<file path="config.mk">
export PLATFORM = sky130hd
export DESIGN_NAME = lsu_sequencer_flat
export DESIGN_NICKNAME = d
export VERILOG_FILES = /design/src/rtl/lsu_sequencer_if.sv /design/src/rtl/lsu_sequencer.sv /design/src/flat_wrapper.sv
export SDC_FILE = /design/constraint.sdc
export NUM_CORES = 1
export LEC_CHECK = 0
export BUFFER_PORTS_ARGS = -buffer_cell sky130_fd_sc_hd__buf_2
export CAP_MARGIN = 20
export CORE_MARGIN = 2
export CORE_UTILIZATION = 49
export DETAILED_ROUTE_END_ITERATION = 8
export PLACE_DENSITY = 0.77
export SLEW_MARGIN = 15
export SYNTH_ARGS = -nofsm -noshare
export SYNTH_HDL_FRONTEND = slang
export SYNTH_SLANG_ARGS = --single-unit
</file>
<file path="constraint.sdc">
create_clock -name clk_i -period 2.11 [get_ports clk_i]
set_input_delay 0.422 -clock clk_i [delete_from_list [all_inputs] [get_ports clk_i]]
set_output_delay 0.422 -clock clk_i [all_outputs]
set_load 0.005 [all_outputs]
</file>
<file path="src/rtl/lsu_sequencer_if.sv">
// lsu_sequencer_if
//   Data-memory bus between the load/store sequencer and a single-port memory.
//   Signal suffixes are from the sequencer's point of view.
//
//   mem_req_o    1   bus request
//   mem_we_o     1   bus write
//   mem_be_o     4   byte enables
//   mem_addr_o   32  word address (low two bits zero)
//   mem_wd_o     32  lane-replicated write data
//   mem_rd_i     32  read word returned by memory
//   mem_ready_i  1   access complete, meaningful only while mem_req_o=1
//
//   master: the sequencer side; slave: the memory side.
interface lsu_sequencer_if;
  logic        mem_req_o;
  logic        mem_we_o;
  logic [3:0]  mem_be_o;
  logic [31:0] mem_addr_o;
  logic [31:0] mem_wd_o;
  logic [31:0] mem_rd_i;
  logic        mem_ready_i;

  modport master (
    output mem_req_o, mem_we_o, mem_be_o, mem_addr_o, mem_wd_o,
    input  mem_rd_i, mem_ready_i
  );

  modport slave (
    input  mem_req_o, mem_we_o, mem_be_o, mem_addr_o, mem_wd_o,
    output mem_rd_i, mem_ready_i
  );
endinterface

</file>
<file path="src/rtl/lsu_sequencer.sv">
// lsu_sequencer
//   Sequences one core load/store onto a single-port data-memory bus as an
//   IDLE -> BUSY -> DONE walk, stalling the core meanwhile. Generates byte
//   enables and lane-replicated store data, aligns and sign/zero-extends load
//   data, and aborts with a one-cycle bus_err_o pulse after TIMEOUT BUSY cycles.
//
// Parameters
//   TIMEOUT  max BUSY cycles waiting for mem_ready_i (0 = wait forever)
//   CNT_W    width of the timeout counter, must hold TIMEOUT
//
// Ports
//   clk_i, rst_ni          clock (rising edge), synchronous active-low reset
//   core_req_i/we_i/size_i decoded memory controls (size: B=0 H=1 W=2 BU=4 HU=5)
//   core_addr_i/core_wd_i  byte address and store data
//   core_rd_o              aligned, extended load data
//   core_stall_o           hold PC and pipeline
//   bus_err_o              one-cycle pulse when an access times out
//   mem                    data-memory bus (lsu_sequencer_if.master)
//   misalign_o             only with LSU_MISALIGN_EN: misaligned access flag
//
// Configuration macro
//   LSU_MISALIGN_EN  when defined, misaligned H/HU/W accesses skip the bus and
//                    raise misalign_o in DONE; when undefined the surplus low
//                    address bits are ignored and the access proceeds.
module lsu_sequencer #(
  parameter int unsigned TIMEOUT = 255,
  parameter int unsigned CNT_W   = 8
) (
  input  logic        clk_i,
  input  logic        rst_ni,
  input  logic        core_req_i,
  input  logic        core_we_i,
  input  logic [2:0]  core_size_i,
  input  logic [31:0] core_addr_i,
  input  logic [31:0] core_wd_i,
  output logic [31:0] core_rd_o,
  output logic        core_stall_o,
  output logic        bus_err_o,
`ifdef LSU_MISALIGN_EN
  output logic        misalign_o,
`endif
  lsu_sequencer_if.master mem
);

  typedef enum logic [1:0] {
    IDLE = 2'd0,
    BUSY = 2'd1,
    DONE = 2'd2
  } state_t;

  localparam logic [CNT_W-1:0] CNT_LAST = (TIMEOUT == 0) ? '0 : CNT_W'(TIMEOUT - 1);

  // Codes 0/4 are byte, 1/5 half; everything else (2, 3, 6, 7) is a word.
  function automatic logic is_byte(input logic [2:0] s);
    return (s[1:0] == 2'd0) && (s != 3'd6 || 1'b1) && (s[1] == 1'b0) && (s == 3'd0 || s == 3'd4);
  endfunction

  function automatic logic is_half(input logic [2:0] s);
    return (s == 3'd1) || (s == 3'd5);
  endfunction

  state_t      state_q, state_d;
  logic [CNT_W-1:0] cnt_q, cnt_d;
  logic        req_q, req_d;
  logic        we_q, we_d;
  logic [3:0]  be_q, be_d;
  logic [31:0] addr_q, addr_d;
  logic [31:0] wd_q, wd_d;
  logic [2:0]  size_q, size_d;
  logic [1:0]  lo_q, lo_d;
  logic [31:0] rd_q, rd_d;
  logic        err_q, err_d;
  logic        misal_q, misal_d;

  logic [3:0]  be_calc;
  logic [31:0] wd_calc;
  logic [7:0]  ld_byte;
  logic [15:0] ld_half;
  logic [31:0] ld_fmt;
  logic        ld_sign;
  logic        misaligned;
  logic        timeout_hit;

  // Lane steering for the incoming request, evaluated while IDLE.
  always_comb begin
    be_calc = 4'b1111;
    wd_calc = core_wd_i;
    if (is_byte(core_size_i)) begin
      be_calc = 4'b0001 << core_addr_i[1:0];
      wd_calc = {4{core_wd_i[7:0]}};
    end else if (is_half(core_size_i)) begin
      be_calc = core_addr_i[1] ? 4'b1100 : 4'b0011;
      wd_calc = {2{core_wd_i[15:0]}};
    end
  end

  // Misaligned detection only matters when the feature is built in.
  always_comb begin
    misaligned = 1'b0;
`ifdef LSU_MISALIGN_EN
    if (is_half(core_size_i))
      misaligned = core_addr_i[0];
    else if (!is_byte(core_size_i))
      misaligned = (core_addr_i[1:0] != 2'b00);
`endif
  end

  // Load alignment uses the latched low address bits, since mem_addr_o is
  // word aligned.
  always_comb begin
    ld_sign = ~size_q[2];
    case (lo_q)
      2'd0:    ld_byte = mem.mem_rd_i[7:0];
      2'd1:    ld_byte = mem.mem_rd_i[15:8];
      2'd2:    ld_byte = mem.mem_rd_i[23:16];
      default: ld_byte = mem.mem_rd_i[31:24];
    endcase
    ld_half = lo_q[1] ? mem.mem_rd_i[31:16] : mem.mem_rd_i[15:0];
    if (is_byte(size_q))
      ld_fmt = {{24{ld_sign & ld_byte[7]}}, ld_byte};
    else if (is_half(size_q))
      ld_fmt = {{16{ld_sign & ld_half[15]}}, ld_half};
    else
      ld_fmt = mem.mem_rd_i;
  end

  assign timeout_hit = (TIMEOUT != 0) && (cnt_q == CNT_LAST);

  // Next-state and next-value logic for every registered output.
  always_comb begin
    state_d      = state_q;
    cnt_d        = cnt_q;
    req_d        = 1'b0;
    we_d         = we_q;
    be_d         = be_q;
    addr_d       = addr_q;
    wd_d         = wd_q;
    size_d       = size_q;
    lo_d         = lo_q;
    rd_d         = rd_q;
    err_d        = 1'b0;
    misal_d      = 1'b0;
    core_stall_o = 1'b0;

    case (state_q)
      IDLE: begin
        core_stall_o = core_req_i;
        if (core_req_i) begin
          if (misaligned) begin
            state_d = DONE;
            misal_d = 1'b1;
            rd_d    = '0;
          end else begin
            state_d = BUSY;
            req_d   = 1'b1;
            cnt_d   = '0;
            we_d    = core_we_i;
            be_d    = be_calc;
            addr_d  = {core_addr_i[31:2], 2'b00};
            wd_d    = wd_calc;
            size_d  = core_size_i;
            lo_d    = core_addr_i[1:0];
          end
        end
      end
      BUSY: begin
        core_stall_o = 1'b1;
        if (mem.mem_ready_i) begin
          state_d = DONE;
          if (!we_q)
            rd_d = ld_fmt;
        end else if (timeout_hit) begin
          state_d = DONE;
          err_d   = 1'b1;
          rd_d    = '0;
        end else begin
          req_d = 1'b1;
          if (cnt_q != {CNT_W{1'b1}})
            cnt_d = cnt_q + 1'b1;
        end
      end
      DONE: begin
        state_d = IDLE;
      end
      default: begin
        state_d = IDLE;
      end
    endcase
  end

  always_ff @(posedge clk_i) begin
    if (!rst_ni) begin
      state_q <= IDLE;
      cnt_q   <= '0;
      req_q   <= 1'b0;
      we_q    <= 1'b0;
      be_q    <= '0;
      addr_q  <= '0;
      wd_q    <= '0;
      size_q  <= '0;
      lo_q    <= '0;
      rd_q    <= '0;
      err_q   <= 1'b0;
      misal_q <= 1'b0;
    end else begin
      state_q <= state_d;
      cnt_q   <= cnt_d;
      req_q   <= req_d;
      we_q    <= we_d;
      be_q    <= be_d;
      addr_q  <= addr_d;
      wd_q    <= wd_d;
      size_q  <= size_d;
      lo_q    <= lo_d;
      rd_q    <= rd_d;
      err_q   <= err_d;
      misal_q <= misal_d;
    end
  end

  assign mem.mem_req_o  = req_q;
  assign mem.mem_we_o   = we_q;
  assign mem.mem_be_o   = be_q;
  assign mem.mem_addr_o = addr_q;
  assign mem.mem_wd_o   = wd_q;
  assign core_rd_o      = rd_q;
  assign bus_err_o      = err_q;
`ifdef LSU_MISALIGN_EN
  assign misalign_o     = misal_q;
`else
  logic unused_misal;
  assign unused_misal   = misal_q;
`endif

endmodule

</file>
<file path="src/flat_wrapper.sv">
// flat-port wrapper written by rule: the top's interface ports become plain ports
module lsu_sequencer_flat 
#(
  parameter int unsigned TIMEOUT = 255,
  parameter int unsigned CNT_W   = 8
)
  (clk_i, rst_ni, core_req_i, core_we_i, core_size_i, core_addr_i, core_wd_i, core_rd_o, core_stall_o, bus_err_o, mem_mem_req_o, mem_mem_we_o, mem_mem_be_o, mem_mem_addr_o, mem_mem_wd_o, mem_mem_rd_i, mem_mem_ready_i);
  lsu_sequencer_if mem_i ();
  input  logic clk_i;
  input  logic rst_ni;
  input  logic core_req_i;
  input  logic core_we_i;
  input  logic [2:0] core_size_i;
  input  logic [31:0] core_addr_i;
  input  logic [31:0] core_wd_i;
  output logic [31:0] core_rd_o;
  output logic core_stall_o;
  output logic bus_err_o;
  output wire logic [$bits(mem_i.mem_req_o)-1:0] mem_mem_req_o;
  output wire logic [$bits(mem_i.mem_we_o)-1:0] mem_mem_we_o;
  output wire logic [$bits(mem_i.mem_be_o)-1:0] mem_mem_be_o;
  output wire logic [$bits(mem_i.mem_addr_o)-1:0] mem_mem_addr_o;
  output wire logic [$bits(mem_i.mem_wd_o)-1:0] mem_mem_wd_o;
  input wire logic [$bits(mem_i.mem_rd_i)-1:0] mem_mem_rd_i;
  input wire logic [$bits(mem_i.mem_ready_i)-1:0] mem_mem_ready_i;
  assign mem_mem_req_o = mem_i.mem_req_o;
  assign mem_mem_we_o = mem_i.mem_we_o;
  assign mem_mem_be_o = mem_i.mem_be_o;
  assign mem_mem_addr_o = mem_i.mem_addr_o;
  assign mem_mem_wd_o = mem_i.mem_wd_o;
  assign mem_i.mem_rd_i = mem_mem_rd_i;
  assign mem_i.mem_ready_i = mem_mem_ready_i;
  lsu_sequencer #(.TIMEOUT(TIMEOUT), .CNT_W(CNT_W)) u_core (.clk_i(clk_i), .rst_ni(rst_ni), .core_req_i(core_req_i), .core_we_i(core_we_i), .core_size_i(core_size_i), .core_addr_i(core_addr_i), .core_wd_i(core_wd_i), .core_rd_o(core_rd_o), .core_stall_o(core_stall_o), .bus_err_o(bus_err_o), .mem(mem_i));
endmodule
</file>
==> results of run 1 <==
==> layout make-up <==
| class | instances | area, um2 |
|---|---|---|
| Clock inverter | 9 | 57.56 |
| Tap cell | 140 | 175.2 |
| Clock buffer | 21 | 459.2 |
| Inverter | 21 | 78.83 |
| Multi-Input combinational cell | 414 | 2713 |
| Sequential cell | 116 | 2322 |
| Fill cell | 878 | 3754 |
| Antenna cell | 1 | 2.502 |
| Timing Repair Buffer | 218 | 1136 |
==> registers in the layout (all words and copies together), names as in the netlist <==
| signal | flops |
|---|---|
| u_core.state_q | 2 |
| u_core.mem.mem_be_o | 4 |
| u_core.lo_q | 2 |
| u_core.mem.mem_addr_o | 30 |
| u_core.size_q | 3 |
| u_core.mem.mem_wd_o | 32 |
| u_core.cnt_q | 8 |
| u_core.core_rd_o | 32 |
| u_core.mem.mem_we_o | 1 |
| u_core.mem.mem_req_o | 1 |
| u_core.bus_err_o | 1 |
==> synthesized netlist by cell type (all sizes together), types with 2 or more instances <==
cell type	number
o2bb2ai	8
mux2	2
mux2i	17
dfxtp	116
a21boi	52
a221o	24
o2111ai	2
o31ai	2
a2111oi	2
nor3	4
nor2b	2
a22o	8
or4	2
inv	21
clkbuf	36
or2	3
o21ai	24
or3	5
o21a	2
mux4	8
a21oi	18
nand2	136
and4	2
o22ai	10
nor2	21
o211a	17
o32ai	8
nand2b	5
buf	15
nand3	13
ha	2
or3b	2
==> metal layers <==
metal	share of wire	vias up	track usage	wire length, um
met1	0.41	2390	0.3182	6303
met2	0.46	272	0.4102	6984
li1	-	2517	-	-
met4	0.028	0	0.1154	433
met3	0.10	31	0.09343	1541
met5	0	-	0	0
==> final timing paths <==
path | startpoint | end | slack (ns) | cells past startpoint
max | u_core.state_q[0] | u_core.core_rd_o[17] | 0.14 | 5
min | core_addr_i[30] | u_core.mem.mem_addr_o[30] | 0.16 | 3
max reg2reg | u_core.state_q[0] | u_core.core_rd_o[17] | 0.14 | 5
min reg2reg | u_core.mem.mem_wd_o[28] | u_core.mem.mem_wd_o[28] | 0.46 | 2
==> cells by family after synthesis <==
family / Yosys count
AO/OA/AOI/OAI: 182
other: 1
adder cells (fa/ha/maj): 2
multiplexers: 27
AND/OR/NAND/NOR: 201
flip-flops: 116
buffers and inverters: 72
==> power groups by stage <==
stage	registers (mW)	logic [mW]	clock network, mW
CTS	2.40	0.808	2.54
global route	2.42	0.892	2.64
floorplan	2.45	0.436	0
finish	2.40	0.811	2.50
detailed placement	2.44	0.802	0
global placement	2.44	0.781	0
==> critical path, stage by stage, from the launching register on <==
cell	delay (ns)
dfxtp_1	0.41
nand2b_1	0.14
or3_4	0.42
buf_4	0.20
a2111oi_2	0.53
a221o_1	0.21
==> flow_summary.toml, run 1 <==
[outcome]
outcome = "finished clean"

[detailed_routing]
detail-route-antenna-nets = 0
dr_total_vias = 5210
first_pass_iters = 5
wl_per_cell_um = 16.24
drt_first_iter_violations = 279
drc = 0
routed_wl_um = 15260
viasPerCell = 5.543

[cells_and_area]
mostFrequentLayoutCell = "buf_2"
drive_above_1_share = 0.3354
final_cell_mix = "buf_2 (205), nand2_1 (136), dfxtp_1 (116)"
fin_util = 0.6491
syn2layout_area_growth_pct = 30.47
fin_area_um2 = 6944
finalNetCount = 894
final_cells = 940

[clock_tree]
clock_latency_ns = 0.51
cts_tree = "done"
ctsResizeCount = 1
numCtsBuffers = 17
clock_sinks = 116
h-tree-depth = 4
cts_root_buf = "clkbuf_8"
postCtsHoldBufs = 0
post-cts-setup-buffers = 0
cts_max_path_buffers = 2
cts.clk_slew.worst_paths_ns = 0.06

[timing]
finClkSkew_ns = 0.007536
rsz0062_at_grt = "false"
worst_slew_pin_slew_ns = 0.6993
fin_crit_ns = 1.972
hold_viol = 0
finalSetupViolCount = 0
slew_headroom = 0.5338
fin_setup_tns_ns = 0
finalWorstSetupSlack_ns = 0.1379
drv_slew = 0
finalCritPeriodShare = 0.9346
worst_hold_slack_ns = 0.1637
max_freq_mhz = 507.1

[global_routing]
track_usage = 0.2595
grt_max_degree = 91
grt_pass1_wl_um = 23780
grt_pass1_vias = 4865
grt_overflow = 0
antenna_found_initial = 0

[critical_path]
crit_type = "flip-flop to flip-flop"
cp_max_fo = 11
crit_path_start_kind = "flip-flop"
critPathRequiredTime_ns = 2.55
crit_path_end_kind = "flip-flop"
critical_path_arrival_ns = 2.42

[synthesis]
synthTopCellsByArea = "dfxtp_1 (44%), nand2_1 (9.6%), a21boi_0 (7.3%), a221o_1 (4.5%), mux4_2 (3.4%)"
synth_cell_types = 51
synthCells = 601
synth_xor_area_frac = 0
synth.top_cell.area_share = 0.4363
synth_top_family_by_area = "compound AO/OA/AOI/OAI gates"
yosys.area_share.simple = 0.1650
syn-cell-area_um2 = 5323
synth_compound_area_frac = 0.2659
yosysTopAreaCell = "dfxtp_1"
ys_ff_latch = 116
ys.flop_type = "dfxtp_1"
syn_avg_cell_area_um2 = 8.856
ys_warn_count = 0
synth_edf_count = 0
ys_seq_area_frac = 0.4363
synthAdderAreaFrac = 0.004701
muxShareOfSynthArea = 0.07005
async_flop_share = 0

[place]
io_buffers = 205
placedCellCount = 909
place.gp.congestion = 0.8922
dpl-instance-area_um2 = 6412
post-place-ws_ns = -0.007579
place_hpwl_um = 10910

[die]
rows = 38
core-area_um2 = 10700
die_width_um = 108.2
dieArea_um2 = 11710
num_io_pins = 208
initial_core_util = 0.4975
die-height_um = 108.2

[pwr]
pwr-share-seq = 0.420
power_leakage_nw = 3.290
share_comb_of_total_power = 0.142
p_sw_mw = 1.510
power_density_nw_per_um2 = 822.5
internal-power_mw = 4.202
p_sw_frac = 0.2644
ir_drop_v = 0.0005752
clkPwrFrac = 0.438
total_power_mw = 5.712

[flow_run]
max-cap-violations = 0

[hold_path]
hp-class = "input port to flip-flop"
Note: power is estimated with default switching activity, not from simulation.
==> inputs of run 2 (changes only) <==
- SLEW_MARGIN: 15 -> 30
- clock period: 2.11 -> 1.9 ns (I/O delays scaled with it)
==> run 2 against run 1 <==
Hold slack worse by 0.050 ns; critical path depth up 1; clock skew grew 0.0059 ns; clock power up 24%; critical path type unchanged; cell area rose by 3.3%.
==> flow_summary.toml, run 2 (synthesized netlist as in run 1, its figures left out) <==
[critical_path]
crit_slowest_cell = "o311a_4"
crit_family = "compound AO/OA/AOI/OAI gates"
critPathBufInv = 1
cp_max_fo = 8
worstPathCellList = "inv_1, ha_1, nand3_1, or2_4, o311a_4, a221o_1"
crit_type = "flip-flop to flip-flop"
crit_path_end_kind = "flip-flop"
slowest_delay_ns = 0.42
regToRegSetupSlack_ns = 0.07
critPathRequiredTime_ns = 2.30
crit_path_start_kind = "flip-flop"
critical_path_arrival_ns = 2.22

[clock_tree]
clock_latency_ns = 0.51
h-tree-depth = 4
cts.clk_slew.worst_paths_ns = 0.06
postCtsHoldBufs = 0
numCtsBuffers = 17
clock_sinks = 116
cts_max_path_buffers = 2
cts_tree = "done"
cts_root_buf = "clkbuf_8"

[die]
die_width_um = 108.2
rows = 38
dieArea_um2 = 11710
core-area_um2 = 10700
num_io_pins = 208
die-height_um = 108.2
initial_core_util = 0.4975

[timing]
slew_headroom = 0.4964
fin_crit_ns = 1.829
drv_slew = 0
finalCritPeriodShare = 0.9626
fin_setup_tns_ns = 0
worst_hold_slack_ns = 0.1138
hold_viol = 0
finClkSkew_ns = 0.01344
finalSetupViolCount = 0
max_freq_mhz = 546.7
worst_slew_pin_slew_ns = 0.7554

[pwr]
total_power_mw = 6.705
power_density_nw_per_um2 = 934.9
power_leakage_nw = 3.403
ir_drop_v = 0.0005902

[cells_and_area]
n_antenna_cell = 0
final_cell_mix = "buf_2 (205), nand2_1 (136), dfxtp_1 (116)"
fin_util = 0.6704
mostFrequentLayoutCell = "buf_2"
drive_above_1_share = 0.3541
syn2layout_area_growth_pct = 34.74
nFillCells = 914
finalNetCount = 912
final_cells = 959

[global_routing]
grt_overflow = 0
antenna_found_initial = 0
grt_pass1_wl_um = 24640
grt_max_degree = 81
track_usage = 0.2666
grt_pass1_vias = 4999

[detailed_routing]
drc = 0
viasPerCell = 5.634
dr_total_vias = 5403
wl_per_cell_um = 16.86
routed_wl_um = 16170
drt_first_iter_violations = 392
first_pass_iters = 7
detail-route-antenna-nets = 0

[place]
place_hpwl_um = 11310
place.gp.congestion = 0.8989
placedCellCount = 925
io_buffers = 205

[outcome]
outcome = "finished clean"

[hold_path]
hp-class = "input port to flip-flop"

[flow_run]
max-cap-violations = 0
## run 2: cell count changes in the layout (fill, tap and decap cells not counted), moves of 2 or more
cell | before | now
inv_6 | 0 | 3
bufinv_16 | 0 | 2
o311a_4 | 1 | 3
clkinvlp_4 | 5 | 7
clkinv_2 | 4 | 1
buf_4 | 12 | 28
clkbuf_8 | 4 | 2
## run 2: area by class of cell
cell class	count	area, um2	area share
Multi-Input combinational cell	416	2759	0.3847
Sequential cell	116	2322	0.3238
Timing Repair Buffer	234	1256	0.1752
Clock buffer	18	427.9	0.05966
Tap cell	140	175.2	0.02442
Clock inverter	14	152.6	0.02128
Inverter	21	78.83	0.01099
## run 2: power breakdown
part           internal [mW]  switching [mW]
combinational          0.435           0.520
clock                   1.91            1.18
sequential              2.58          0.0793
total                   4.93            1.78
## run 2: per-layer routing
layer | global-route usage | share of wire | vias to the layer above
met3 | 0.08379 | 0.11 | 26
met2 | 0.4299 | 0.46 | 314
met4 | 0.09615 | 0.023 | 0
met5 | 0 | 0 | -
li1 | - | - | 2575
met1 | 0.3369 | 0.41 | 2488
## run 2: per-stage QoR
stage / area, um2 / setup WS, ns
final: 7172 / 0.07100
after global routing: 7172 / -0.009091
after CTS: 7126 / 0.02908
after detailed placement: 6533 / -0.1454
after global placement: 6533 / -0.1078
after floorplan: 5326 / 0.1296
## run 2: final timing paths
check	start	end	cells after the start
max	u_core.cnt_q[0]	u_core.core_rd_o[26]	6
min	core_addr_i[12]	u_core.mem.mem_addr_o[12]	3
max reg2reg	u_core.cnt_q[0]	u_core.core_rd_o[26]	6
min reg2reg	u_core.mem.mem_wd_o[26]	u_core.mem.mem_wd_o[26]	2
## run 2: repair_timing
action                     CTS  global route
setup endpoints to repair   11            17
setup buffers                0             0
gates resized for setup      1             5
pin swaps                    0             1
cloned                       0             2
## run 2: tightest hold or removal path: stages
cell      delay, ns
buf_2          0.09
nand2_1        0.04
a21boi_0       0.06
==> inputs of run 3 (changes only) <==
- CORE_UTILIZATION: 49 -> 44
- PLACE_DENSITY: 0.77 -> 0.73
- clock period: 1.9 -> 1.6 ns (I/O delays scaled with it)
==> run 3 against run 2 <==
The run now ends with setup timing left; hold slack gained 0.037 ns; via count up 2.7%; global-route usage is 0.52 points lower; register-to-register slack worse by 0.18 ns; clock skew down 0.0052 ns; sequential share of layout area decreased by 2.3 points; die area grew 11%; final cell count grew 4.4%; cell area up 8.0%.
==> flow_summary.toml, run 3 (synthesized netlist as in run 1, its figures left out) <==
[cells_and_area]
n_antenna_cell = 0
syn2layout_area_growth_pct = 45.56
fin_util = 0.6504
nFillCells = 968
mostFrequentLayoutCell = "buf_2"
seq_area_um2 = 2328
finalNetCount = 948
final_cell_mix = "buf_2 (205), nand2_1 (136), dfxtp_1 (113)"
drive_above_1_share = 0.4063
multi_input_area_um2 = 2929

[place]
io_buffers = 205
place_hpwl_um = 12000
place.gp.congestion = 0.8577

[detailed_routing]
dr_total_vias = 5547
wl_per_cell_um = 17.04
viasPerCell = 5.541
routed_wl_um = 17050
first_pass_iters = 5
drt_first_iter_violations = 449
detail-route-antenna-nets = 0
drc = 0

[critical_path]
ff2ff_path_depth = 6
regToRegSetupSlack_ns = -0.11
crit_type = "flip-flop to flip-flop"
critical_path_arrival_ns = 2.02
r2r_end = "u_core.core_rd_o[31]"
crit_path_end_kind = "flip-flop"
worstReg2RegStart = "u_core.cnt_q[0]"
crit_path_start_kind = "flip-flop"
critPathRequiredTime_ns = 1.91
cp_max_fo = 8

[pwr]
ir_drop_v = 0.0006667
total_power_mw = 8.458
power_density_nw_per_um2 = 1092
power_leakage_nw = 3.683

[global_routing]
grt_pass1_wl_um = 26760
antenna_found_initial = 0
grt_pass1_vias = 5453
grt_overflow = 0
grt_max_degree = 59
track_usage = 0.2615

[timing]
finalSetupViolCount = 37
rsz0062_at_grt = "true"
finalCritPeriodShare = 1.071
max_freq_mhz = 583.5
slew_headroom = 0.5521
finalWorstSetupSlack_ns = -0.1137
finClkSkew_ns = 0.008203
drv_slew = 0
fin_setup_tns_ns = -2.872
worst_slew_pin_slew_ns = 0.6718
hold_viol = 0
fin_crit_ns = 1.714

[clock_tree]
clock_latency_ns = 0.42
cts_max_path_buffers = 2
cts.clk_slew.worst_paths_ns = 0.06
cts_tree = "done"
numCtsBuffers = 17
clock_sinks = 116
cts_root_buf = "clkbuf_16"
h-tree-depth = 4
postCtsHoldBufs = 0

[die]
core-area_um2 = 11910
initial_core_util = 0.4468
dieArea_um2 = 12990
die-height_um = 114.0
num_io_pins = 208
die_width_um = 114.0
rows = 40

[hold_path]
whs_path_depth = 3
min_from = "core_addr_i[18]"
holdPathEnd = "u_core.mem.mem_addr_o[18]"
hp-class = "input port to flip-flop"

[outcome]
outcome = "complete, but fails checks"
failed_checks = "setup timing"

[flow_run]
max-cap-violations = 0
## run 3: metrics by stage
step / cell area, um2 / worst slack [ns] / cells / hold WS [ns]
2_1_floorplan: 5349 / -0.1374 / 602 / 0.3993
3_3_place_gp: 6827 / -0.3774 / 962 / 0.4413
3_5_place_dp: 6827 / -0.4787 / 962 / 0.4424
4_1_cts: 7647 / -0.1718 / 999 / 0.1344
5_1_grt: 7747 / -0.1829 / 1001 / 0.1528
6_report: 7747 / -0.1137 / 1001 / 0.1507
## run 3: critical path, cell delays in order, from the launching register on
cell and delay [ns]:
dfxtp_4 0.34, inv_2 0.05, ha_4 0.13, nand3_2 0.08, or2_4 0.30, o311a_4 0.37, a221o_1 0.33
## run 3: per-layer routing
layer	global-route usage	part of all wire	wire length [um]	up-vias
met3	0.07173	0.084	1436	45
met2	0.4393	0.48	8209	269
met5	0	0	0	-
met1	0.3087	0.40	6842	2592
met4	0.1268	0.033	566	0
li1	-	-	-	2641
## run 3: final cells by class
class | instances | share of cell area
sequential | 116 | 0.3005
tap | 147 | 0.02374
timing repair buffer | 269 | 0.2070
clock inverter | 12 | 0.02326
clock buffer | 19 | 0.05717
multi-input combinational | 417 | 0.3781
inverter | 21 | 0.01017
## run 3: worst max-delay path by stage
stage	slack, ns	from	end
floorplan	-0.14	u_core.cnt_q[0]	u_core.core_rd_o[16]
global placement	-0.38	u_core.state_q[1]	u_core.core_rd_o[25]
detailed placement	-0.48	u_core.state_q[1]	u_core.core_rd_o[31]
CTS	-0.17	u_core.cnt_q[0]	u_core.core_rd_o[16]
global route	-0.18	u_core.cnt_q[1]	u_core.cnt_q[6]
finish	-0.11	u_core.cnt_q[0]	u_core.core_rd_o[31]
## run 3: what timing repair did
| action | 4_1_cts | 5_1_grt |
|---|---|---|
| pin swaps | 28 | 8 |
| endpoints found under the setup margin | 59 | 65 |
| buffers inserted | 3 | 1 |
| gates cloned | 3 | 1 |
| resized for setup | 27 | 13 |
## run 3: where the power goes
group,internal [mW],total [mW],switching (mW)
Combinational,0.616,1.29,0.671
Clock,2.64,4.01,1.37
Sequential,3.07,3.16,0.0963
Total,6.32,8.46,2.14
